**src/rtl/tdm_rr_scheduler.sv**
```systemverilog
// -----------------------------------------------------------------------------
// tdm_rr_scheduler
//
// Work-conserving round-robin time-slot scheduler for a 4-way TDM channel.
// One requester is granted at a time, for at most SLOT_LEN consecutive cycles.
// The granted requester's data is muxed onto a registered output. Slots for
// requesters with nothing to send are skipped.
//
// Parameters:
//   DATA_W    width of each requester data input and of out
//   SLOT_LEN  maximum consecutive cycles one grant may be held (1..16)
//
// Ports:
//   clk        system clock, rising-edge active
//   rst        asynchronous reset, active-low
//   req[3:0]   per-requester request, sampled at rising edges
//   in0..in3   requester data
//   grant      registered one-hot grant, all-zero when idle
//   slot_id    registered index of the current/last granted requester
//   out        registered channel data, holds its value while out_valid=0
//   out_valid  registered, 1 when out carries a transferred sample
// -----------------------------------------------------------------------------
module tdm_rr_scheduler #(
   parameter int unsigned DATA_W   = 2,
   parameter int unsigned SLOT_LEN = 4
) (
   input  logic              clk,
   input  logic              rst,
   input  logic [3:0]        req,
   input  logic [DATA_W-1:0] in0,
   input  logic [DATA_W-1:0] in1,
   input  logic [DATA_W-1:0] in2,
   input  logic [DATA_W-1:0] in3,
   output logic [3:0]        grant,
   output logic [1:0]        slot_id,
   output logic [DATA_W-1:0] out,
   output logic              out_valid
);

   typedef enum logic [0:0] {
      StIdle,
      StBusy
   } state_e;

   // Final cycle index of a slot; count runs 0..LastCnt.
   localparam logic [3:0] LastCnt = 4'(SLOT_LEN - 1);

   state_e            state_q, state_d;
   logic [3:0]        grant_q, grant_d;
   logic [1:0]        slot_q,  slot_d;
   logic [1:0]        ptr_q,   ptr_d;
   logic [3:0]        count_q, count_d;
   logic [DATA_W-1:0] out_q,   out_d;
   logic              valid_q, valid_d;

   logic [1:0]        winner;
   logic [DATA_W-1:0] sel_data;
   logic              cur_req;
   logic              release_slot;

   // Round-robin pick: first set bit of r searching upward from last+1,
   // wrapping modulo 4. The 2-bit index sum wraps naturally.
   function automatic logic [1:0] rr_pick(input logic [3:0] r, input logic [1:0] last);
      logic [1:0] idx;
      logic       found;
      rr_pick = last;
      found   = 1'b0;
      for (int i = 1; i <= 4; i++) begin
         idx = last + 2'(i);
         if (!found && r[idx]) begin
            rr_pick = idx;
            found   = 1'b1;
         end
      end
   endfunction

   // In BUSY the pointer always equals slot_q, so one search serves both the
   // initial grant from IDLE and re-arbitration at a slot release.
   assign winner = rr_pick(req, ptr_q);

   always_comb begin
      sel_data = in0;
      case (slot_q)
         2'd0:    sel_data = in0;
         2'd1:    sel_data = in1;
         2'd2:    sel_data = in2;
         default: sel_data = in3;
      endcase
   end

   assign cur_req      = req[slot_q];
   assign release_slot = !cur_req || (count_q == LastCnt);

   // Next-state and registered-output logic.
   always_comb begin
      state_d = state_q;
      grant_d = grant_q;
      slot_d  = slot_q;
      ptr_d   = ptr_q;
      count_d = count_q;
      out_d   = out_q;
      valid_d = 1'b0;

      unique case (state_q)
         StIdle: begin
            if (|req) begin
               grant_d = 4'b0001 << winner;
               slot_d  = winner;
               ptr_d   = winner;
               count_d = 4'd0;
               state_d = StBusy;
            end
         end

         StBusy: begin
            // Output lags grant by one cycle; a sample only moves when the
            // owner is still requesting, otherwise out keeps its last value.
            valid_d = cur_req;
            if (cur_req) begin
               out_d = sel_data;
            end

            if (release_slot) begin
               count_d = 4'd0;
               if (|req) begin
                  // Back-to-back handover, no idle gap; may re-grant slot_q.
                  grant_d = 4'b0001 << winner;
                  slot_d  = winner;
                  ptr_d   = winner;
               end else begin
                  grant_d = 4'b0000;
                  state_d = StIdle;
               end
            end else begin
               count_d = count_q + 4'd1;
            end
         end

         default: begin
            state_d = StIdle;
            grant_d = 4'b0000;
            count_d = 4'd0;
         end
      endcase
   end

   always_ff @(posedge clk or negedge rst) begin
      if (!rst) begin
         state_q <= StIdle;
         grant_q <= 4'b0000;
         slot_q  <= 2'd0;
         ptr_q   <= 2'd3;  // requester 0 has first priority after reset
         count_q <= 4'd0;
         out_q   <= '0;
         valid_q <= 1'b0;
      end else begin
         state_q <= state_d;
         grant_q <= grant_d;
         slot_q  <= slot_d;
         ptr_q   <= ptr_d;
         count_q <= count_d;
         out_q   <= out_d;
         valid_q <= valid_d;
      end
   end

   assign grant     = grant_q;
   assign slot_id   = slot_q;
   assign out       = out_q;
   assign out_valid = valid_q;

`ifndef SYNTHESIS
   a_grant_onehot0 : assert property (@(posedge clk) disable iff (!rst)
      $onehot0(grant_q));
   a_idle_no_grant : assert property (@(posedge clk) disable iff (!rst)
      (state_q == StIdle) |-> (grant_q == 4'b0000));
   a_busy_grant    : assert property (@(posedge clk) disable iff (!rst)
      (state_q == StBusy) |-> (grant_q == (4'b0001 << slot_q)));
   a_count_bound   : assert property (@(posedge clk) disable iff (!rst)
      count_q <= LastCnt);
`endif

endmodule

```
**config.mk**
```make
export PLATFORM = sky130hd
export DESIGN_NAME = tdm_rr_scheduler
export DESIGN_NICKNAME = d
export VERILOG_FILES = /design/src/rtl/tdm_rr_scheduler.sv
export SDC_FILE = /design/constraint.sdc
export NUM_CORES = 1
export LEC_CHECK = 0
export CAP_MARGIN = 20
export CORE_MARGIN = 2
export CORE_UTILIZATION = 49
export DETAILED_ROUTE_END_ITERATION = 6
export PLACE_DENSITY = 0.81
export SLEW_MARGIN = 20
export SYNTH_ARGS = -nofsm -noshare
export SYNTH_HDL_FRONTEND = slang
export SYNTH_SLANG_ARGS = --single-unit
```
**constraint.sdc**
```tcl
create_clock -name clk -period 4.75 [get_ports clk]
set_input_delay 0.7125 -clock clk [delete_from_list [all_inputs] [get_ports clk]]
set_output_delay 0.7125 -clock clk [all_outputs]
set_load 0.02 [all_outputs]
```
== After elaboration in Yosys (flattened, before gate mapping) ==
Index checks and enable logic that the tools add are counted.
Word-level totals
  flip-flop bits (word level): 16
  bits of input ports: 14
  output and inout port bits: 9
  logic and storage cells: 70
Cells by class
  $add $sub $neg: 4
  $lt $le $gt $ge: 5
  eq/ne operators: 5
  shifts and indexed selects: 1
  multiplexer cells: 35
  bitwise logic cells: 1
  reduce and logical (&&, ||, !) cells: 12
Operator list (number)
  4-bit 2-to-1 mux: 5
  2-bit 2-to-1 mux: 8
  4-bit case mux with 2 select lines: 2
  2-bit by 3-bit less-than comparator with 1-bit output, second input constant: 5
  1-bit 2-to-1 mux: 11
  1-bit binary-select mux with 2-bit select: 5
  2-bit case mux with 2 select lines: 2
  2-bit case mux with 3 select lines: 1
  2-bit adder, second input constant: 2
  4-bit by 1-bit adder with 4-bit output, second input constant: 1
  4-bit by 2-bit equality test with 1-bit output, second input constant: 1
  1-bit logical NOT: 4
  2-bit AND reduction: 2
  4-bit OR reduction: 1
  1-bit by 2-bit left shift with 4-bit output, first input constant: 1
  1-bit logical AND: 3
  2-bit by 1-bit adder with 2-bit output, second input constant: 1
  2-bit by 1-bit equality test with 1-bit output, second input constant: 1
  2-bit equality test, second input constant: 1
  2-bit logical NOT: 1
  2-bit by 1-bit inequality test with 1-bit output, second input constant: 1
  2-bit inequality test, second input constant: 1
  1-bit case mux with 2 select lines: 1
  1-bit logical OR: 1
  1-bit NOT: 1

== Depth between registers and ports, before layout ==
Gate-level depths: netlist of run 1.
  depth after elaboration: 17
  depth in mapped cells: 6
  depth with buffers taken out: 5

== Worst setup path after synthesis of run 1 ==
Ideal clock, no wire load.
  kind: input -> register
  start point: input port req[1]
  end point: register slot_q[1] (netlist: slot_id[1])
  setup time: 0.128 ns
  arrival time: 1.810 ns
  data required time: 4.622 ns
  path slack: 2.812 ns
  stages on the path: 4
  path through: or4_1 -> buf_2 -> a21boi_4 -> mux2_1
On the way
  word-level cells in the longest chain between the ends: 15
RTL lines
  start: declaration: RTL line 29  | input logic [3:0] req,
  1-bit binary-select mux with 2-bit select: RTL line 70  | if (!found && r[idx]) begin
  1-bit 2-to-1 mux (not written as such): RTL line 70
  1-bit 2-to-1 mux: RTL line 70
  1-bit logical NOT: RTL line 70
  1-bit logical AND: RTL line 70
  1-bit 2-to-1 mux: RTL line 70
  1-bit logical NOT: RTL line 70
  1-bit logical AND: RTL line 70
  1-bit 2-to-1 mux: RTL line 70
  1-bit logical NOT: RTL line 70
  1-bit logical AND: RTL line 70
  2-bit 2-to-1 mux: RTL line 70
  2-bit 2-to-1 mux: RTL line 106, 125
  2-bit 2-to-1 mux: RTL line 123  | if (release_slot) begin
  2-bit case mux with 2 select lines: RTL line 104  | unique case (state_q)
  end signal: assignment: RTL line 159  | slot_q <= slot_d;
  end: declaration: RTL line 50  | logic [1:0] slot_q, slot_d;
Parallel ways exist; a longest one is shown, timed or not. The select of a mux whose other input is x is not followed.
A chain may end at the register's enable or synchronous reset.

== Worst setup path after layout of run 1 ==
  start point: register slot_q[0] (netlist: slot_id[0])
  end point: output port slot_id[0]
RTL lines
  end: declaration: RTL line 35  | output logic [1:0] slot_id,
No word-level cell between the ends.

==> run_results.csv, run 1 <==
group,metric,value,unit
run_status,outcome,"completed",
cts,clock_sinks,16,
sta,slew_viol_final,0,
sta,max_slew_margin,0.537,
worst_setup_path,critPathTopFamily,"buffers and inverters",
logic_synthesis,synth_top_area_cell,"dfrtp_1",
logic_synthesis,syn_avg_cell_area,11.2,µm²
global_route,grt_max_degree,17,
finish,n_antenna_cell,0,
finish,post-route-util,0.709,
pwr,pwr-share-seq,0.361,
floorplan,core,0.00156,mm²
floorplan,dieArea,0.00206,mm²
logic_synthesis,synth_area,840,µm²
logic_synthesis,yosysSeqAreaShare,0.480,
worst_setup_path,r2r_cells,5,
cts,clk_latency,0.30,ns
cts,cts_resized,0,
sta,fmax,0.456,GHz
worst_setup_path,worstPathCellList,"clkdlybuf4s50_1",
worst_setup_path,startpoint,"slot_id[0]$_DFFE_PN0P_",
finish,drive_gt1_frac,0.141,
sta,period_needed,2.19,ns
floorplan,die_h,45.4,µm
logic_synthesis,ys_ff_latch,16,
finish,multi_input_area,393,µm²
floorplan,die_w,45.4,µm
pwr,pwr-share-clk,0.137,
sta,worst_pin_slew,0.695,ns
cts,htreeDepth,1,
pwr,p_sw_frac,0.385,
finish,synthToLayoutAreaGrowth,31.7,%
finish,layout_commonest_cell,"clkdlybuf4s50_1",
global_route,antenna_found_initial,0,
worst_setup_path,worst_setup_path_end_kind,"output pin",
pwr,leakage,0.468,nW
global_route,grt_pass1_vias,619,
routing,viasPerCell,5.90,
place,dp.cells,111,
routing,antenna_left,0,
floorplan,rows,14,
routing,drc_errors,0,
floorplan,ios,23,
finish,final_cells,115,
place,dp_hpwl,1240,µm
worst_setup_path,cp_slowest_cell,"clkdlybuf4s50_1",
job,drv_cap,0,
worst_setup_path,max_stage_delay,0.66,ns
worst_setup_path,cp.arrival,1.48,ns
cts,clk_pin_slew_worst_paths,0.10,ns
pwr,p_switching,0.261,mW
sta,fin_skew,0.00778,ns
finish,final_cell_mix,"clkdlybuf4s50_1 (22), dfrtp_1 (14), inv_1 (8)",
min_path,min_path_cells,2,
logic_synthesis,synthDistinctLibCells,30,
routing,wl_per_cell,14.8,µm
routing,via_count,678,
worst_setup_path,cp_num_cells,1,
floorplan,start_util,0.539,
finish,final_area,0.00111,mm²
worst_setup_path,cp-start-kind,"register",
global_route,grt_first_pass_wirelength,2800,µm
worst_setup_path,r2r_setup_slack,2.96,ns
logic_synthesis,synth.area.top_cells,"dfrtp_1 (42%), dfstp_2 (6.3%), mux4_2 (5.4%), mux2i_1 (4.8%), a32o_1 (3.6%)",
min_path,hold_class,"register to register",
global_route,overflow,0,
pwr,p_int,0.417,mW
finish,fillCellCount,117,
cts,clock_path_buffers,2,
worst_setup_path,crit_buf_inv,1,
sta,hold_violations,0,
place,io_buffer_count,22,
global_route,track_usage,0.197,
sta,rsz0062_at_grt,"no",
sta,setup_tns,0,ns
pwr,ir_drop,0.346,mV
sta,setup_viol_count_final,0,
routing,drt_iter0_drc,10,
cts,post_cts_buffers,0,
logic_synthesis,synth_cells,75,
place,post_dp_cell_area,0.00107,mm²
worst_setup_path,crit_type,"register to output pin",
logic_synthesis,netlist.area_leader.share,0.417,
routing,wl,1700,µm
logic_synthesis,synth_nets,90,
worst_setup_path,timing.rr.end,"slot_id[1]$_DFFE_PN0P_",
finish,seq_area,403,µm²
routing,dr.pass1.iters,4,
worst_setup_path,endpoint,"slot_id[0]",
place,globalplace.congestion,0.741,
cts,cts_root_buf,"clkbuf_4",
cts,cts_tree,"yes",
cts,holdBufCountCts,0,
logic_synthesis,yosys_warnings,0,
worst_setup_path,critical_path_required,4.04,ns
pwr,p_per_area,613,mW/mm²
worst_setup_path,r2r_start,"slot_id[0]$_DFFE_PN0P_",
sta,min_period_over_period,0.461,
cts,cts_buffers,3,
worst_setup_path,path_max_fanout,6,
finish,finalNetCount,115,
pwr,p_comb_frac,0.502,
==> final cells by class <==
class / count / area share
inverters: 9 / 0.0305
repair buffers: 22 / 0.199
flip-flops and latches: 16 / 0.364
clock buffers: 4 / 0.0328
well taps: 16 / 0.0181
multi-input cells: 48 / 0.355
==> cell usage after synthesis <==
library cell and count:
ha_1 1, inv_1 8, o22ai_1 1, or2b_1 1, or4_1 1, mux4_2 2
inv_2 1, dfstp_2 2, nor2_1 4, nand4_1 1, mux2_1 2, nand2_1 2
buf_2 2, mux2_2 2, dfrtp_1 14, o32ai_1 3, a211oi_1 1, o21a_1 1
o22a_2 1, a221oi_1 1, nand3_1 2, a21o_2 1, a21boi_4 1, a32o_1 3
nor2b_1 1, o21ai_0 4, mux2i_1 4, o31ai_1 1, a21oi_1 4, nand2b_1 3
==> logic make-up (layout without fill, tap and decap cells) <==
group / after synthesis / in the layout / share of synthesized area
compound gates: 22 / 22 / 0.204
fa+ha+maj: 1 / 1 / 0.0149
buf+inv: 11 / 35 / 0.0522
flops: 16 / 16 / 0.480
mux: 10 / 10 / 0.155
simple gates: 15 / 15 / 0.0939
==> registers in the layout (all words and copies together), names as in the netlist <==
| signal | cells |
|---|---|
| out_valid | 1 |
| ptr_q | 2 |
| count_q | 4 |
| out | 2 |
| slot_id | 2 |
| state_q | 1 |
| grant | 4 |
==> per-stage QoR <==
stage	power [mW]	hold WS, ns	setup WS (ns)
2_1_floorplan	0.466	0.417	2.81
3_3_place_gp	0.578	0.475	2.26
3_5_place_dp	0.586	0.482	2.25
4_1_cts	0.680	0.497	2.56
5_1_grt	0.720	0.522	2.48
6_report	0.678	0.494	2.56
==> worst min path at each step <==
stage | from | to | slack (ns)
global route | ptr_q[0]$_DFFE_PN1P_ | ptr_q[0]$_DFFE_PN1P_ | 0.52
floorplan | rst | count_q[0]$_DFFE_PN0P_ | 0.42
CTS | ptr_q[0]$_DFFE_PN1P_ | ptr_q[0]$_DFFE_PN1P_ | 0.50
finish | ptr_q[0]$_DFFE_PN1P_ | ptr_q[0]$_DFFE_PN1P_ | 0.49
global placement | ptr_q[0]$_DFFE_PN1P_ | ptr_q[0]$_DFFE_PN1P_ | 0.47
detailed placement | ptr_q[0]$_DFFE_PN1P_ | ptr_q[0]$_DFFE_PN1P_ | 0.48
==> power by group through the flow <==
stage               clock (mW)  sequential, mW  combinational [mW]
CTS                     0.0942           0.244               0.342
finish                  0.0931           0.245               0.341
floorplan                    0           0.271               0.194
global route             0.100           0.251               0.369
detailed placement           0           0.245               0.340
global placement             0           0.243               0.335
==> per-layer routing <==
layer  global-route usage  up-vias  share of wire
li1                     -      329              -
met4                0.106        0          0.017
met2                0.290       26           0.46
met5                    0        -              0
met1                0.257      319           0.46
met3               0.0595        4          0.064
Power figures use the tool's default switching activity.
==> run 2: changes to the inputs <==
- CORE_UTILIZATION: 49 -> 41
- PLACE_DENSITY: 0.81 -> 0.73
- clock period: 4.75 -> 1.85 ns (I/O delays scaled with it)
==> run 2 against run 1 <==
  * Hold slack worse by 0.20 ns
  * Combinational power rose to 3.0 times the previous value
  * Die area up 18%
  * Core utilization down 8.6 points
  * Clock power up 140%
==> run_results.csv, run 2 (synthesized netlist as in run 1, its figures left out) <==
group,metric,value,unit
cts,clock_path_buffers,2,
pwr,p_comb_frac,0.546,
floorplan,die_w,49.3,µm
cts,htreeDepth,1,
global_route,grt_util_met3,0.0460,
pwr,pwr-share-seq,0.332,
global_route,top_usage_layer,"met2",
worst_setup_path,cp-start-kind,"register",
finish,drive_gt1_frac,0.234,
floorplan,start_util,0.432,
worst_setup_path,r2r_cells,5,
finish,layout_commonest_cell,"clkdlybuf4s50_1",
global_route,track_usage,0.181,
worst_setup_path,critical_path_required,1.57,ns
floorplan,rows,16,
pwr,p_switching,0.681,mW
routing,drt_iter0_drc,5,
pwr,leakage,0.526,nW
cts,cts_root_buf,"clkbuf_4",
routing,wl,1930,µm
global_route,met2_usage,0.306,
finish,n_antenna_cell,0,
sta,setup_tns,0,ns
place,dp_slack,-0.114,ns
routing,dr.pass1.iters,4,
global_route,antenna_found_initial,0,
global_route,overflow,0,
place,dp_hpwl,1470,µm
cts,cts_resized,0,
cts,clk_pin_slew_worst_paths,0.09,ns
place,io_buffer_count,22,
cts,cts_tree,"yes",
sta,min_period_over_period,0.946,
worst_setup_path,r2r_setup_slack,0.28,ns
pwr,p_int,1.17,mW
global_route,grt_first_pass_wirelength,3360,µm
cts,clock_sinks,16,
cts,holdBufCountCts,0,
finish,finalNetCount,127,
sta,period_needed,1.75,ns
sta,whs,0.297,ns
sta,setup_viol_count_final,0,
sta,fin_skew,0.00247,ns
floorplan,core,0.00194,mm²
sta,setup_ws,0.100,ns
min_path,hold_class,"primary input to async pin",
floorplan,dieArea,0.00243,mm²
sta,max_slew_margin,0.728,
sta,rsz0062_at_grt,"no",
routing,viasPerCell,5.25,
global_route,use_met1,0.211,
sta,slew_viol_final,0,
floorplan,ios,23,
sta,hold_violations,0,
place,globalplace.congestion,0.739,
worst_setup_path,worst_setup_path_end_kind,"output pin",
run_status,outcome,"completed",
finish,synthToLayoutAreaGrowth,44.1,%
cts,clk_latency,0.28,ns
finish,final_area,0.00121,mm²
worst_setup_path,path_max_fanout,4,
pwr,p_per_area,1530,mW/mm²
pwr,ir_drop,0.927,mV
routing,antenna_left,0,
worst_setup_path,timing.rr.end,"slot_id[1]$_DFFE_PN0P_",
cts,cts_buffers,3,
job,drv_cap,0,
sta,fmax,0.572,GHz
pwr,p_sw_frac,0.368,
routing,via_count,724,
worst_setup_path,crit_type,"register to output pin",
pwr,pwr-share-clk,0.122,
cts,post_cts_buffers,0,
floorplan,die_h,49.3,µm
global_route,grt_max_degree,17,
routing,wl_per_cell,14.0,µm
place,post_dp_cell_area,0.00117,mm²
worst_setup_path,startpoint,"slot_id[0]$_DFFE_PN0P_",
finish,final_cell_mix,"clkdlybuf4s50_1 (22), dfrtp_1 (14), buf_4 (12)",
worst_setup_path,r2r_start,"slot_id[0]$_DFFE_PN0P_",
worst_setup_path,cp.arrival,1.47,ns
global_route,grt_pass1_vias,761,
sta,worst_pin_slew,0.404,ns
routing,drc_errors,0,
run 2: cell types whose count changed in the layout (fill, tap and decap cells not counted), sizes merged:
cell / before / now
buf: 0 / 12
run 2: final cells by class:
cell class / count / area (µm²)
clock buffer: 4 / 36.3
sequential: 16 / 403
inverter: 9 / 33.8
fill: 167 / 732
multi-input combinational: 48 / 393
timing repair buffer: 34 / 310
tap: 27 / 33.8
run 2: worst max-delay path by stage:
stage	end	slack, ns	cells past startpoint
after floorplan	slot_id[1]$_DFFE_PN0P_	0.09	6
after CTS	slot_id[0]	0.09	2
after detailed placement	slot_id[1]$_DFFE_PN0P_	-0.11	4
after global placement	slot_id[1]$_DFFE_PN0P_	-0.07	4
final	slot_id[0]	0.10	2
after global routing	slot_id[0]	0.04	2
run 2: worst max-delay path, stage by stage (launching register included):
cell,delay [ns]
dfrtp_1,0.43
buf_4,0.16
clkdlybuf4s50_1,0.60
run 2: routing by layer:
layer | share of wire | wire length, µm
met1 | 0.43 | 833
met2 | 0.50 | 972
met3 | 0.037 | 71
met4 | 0.026 | 51
met5 | 0 | 0
run 2: power by group through the flow:
| stage | clock network [mW] | registers, mW | logic [mW] |
|---|---|---|---|
| final | 0.226 | 0.614 | 1.01 |
| after global placement | 0 | 0.613 | 0.987 |
| after global routing | 0.247 | 0.634 | 1.09 |
| after CTS | 0.228 | 0.613 | 1.02 |
| after detailed placement | 0 | 0.621 | 1.01 |
| after floorplan | 0 | 0.697 | 0.498 |
run 2: through the flow:
stage,util,cells,power (mW)
2_1_floorplan,-,75,1.20
5_1_grt,0.623,138,1.97
3_5_place_dp,0.604,134,1.63
4_1_cts,0.623,138,1.86
6_report,0.623,138,1.85
3_3_place_gp,0.604,134,1.60
==> run 3: changes to the inputs <==
- ABC_AREA: default -> 0
==> results of run 3 <==
Same layout as run 2: the final DEF is identical, and so are final timing and power.
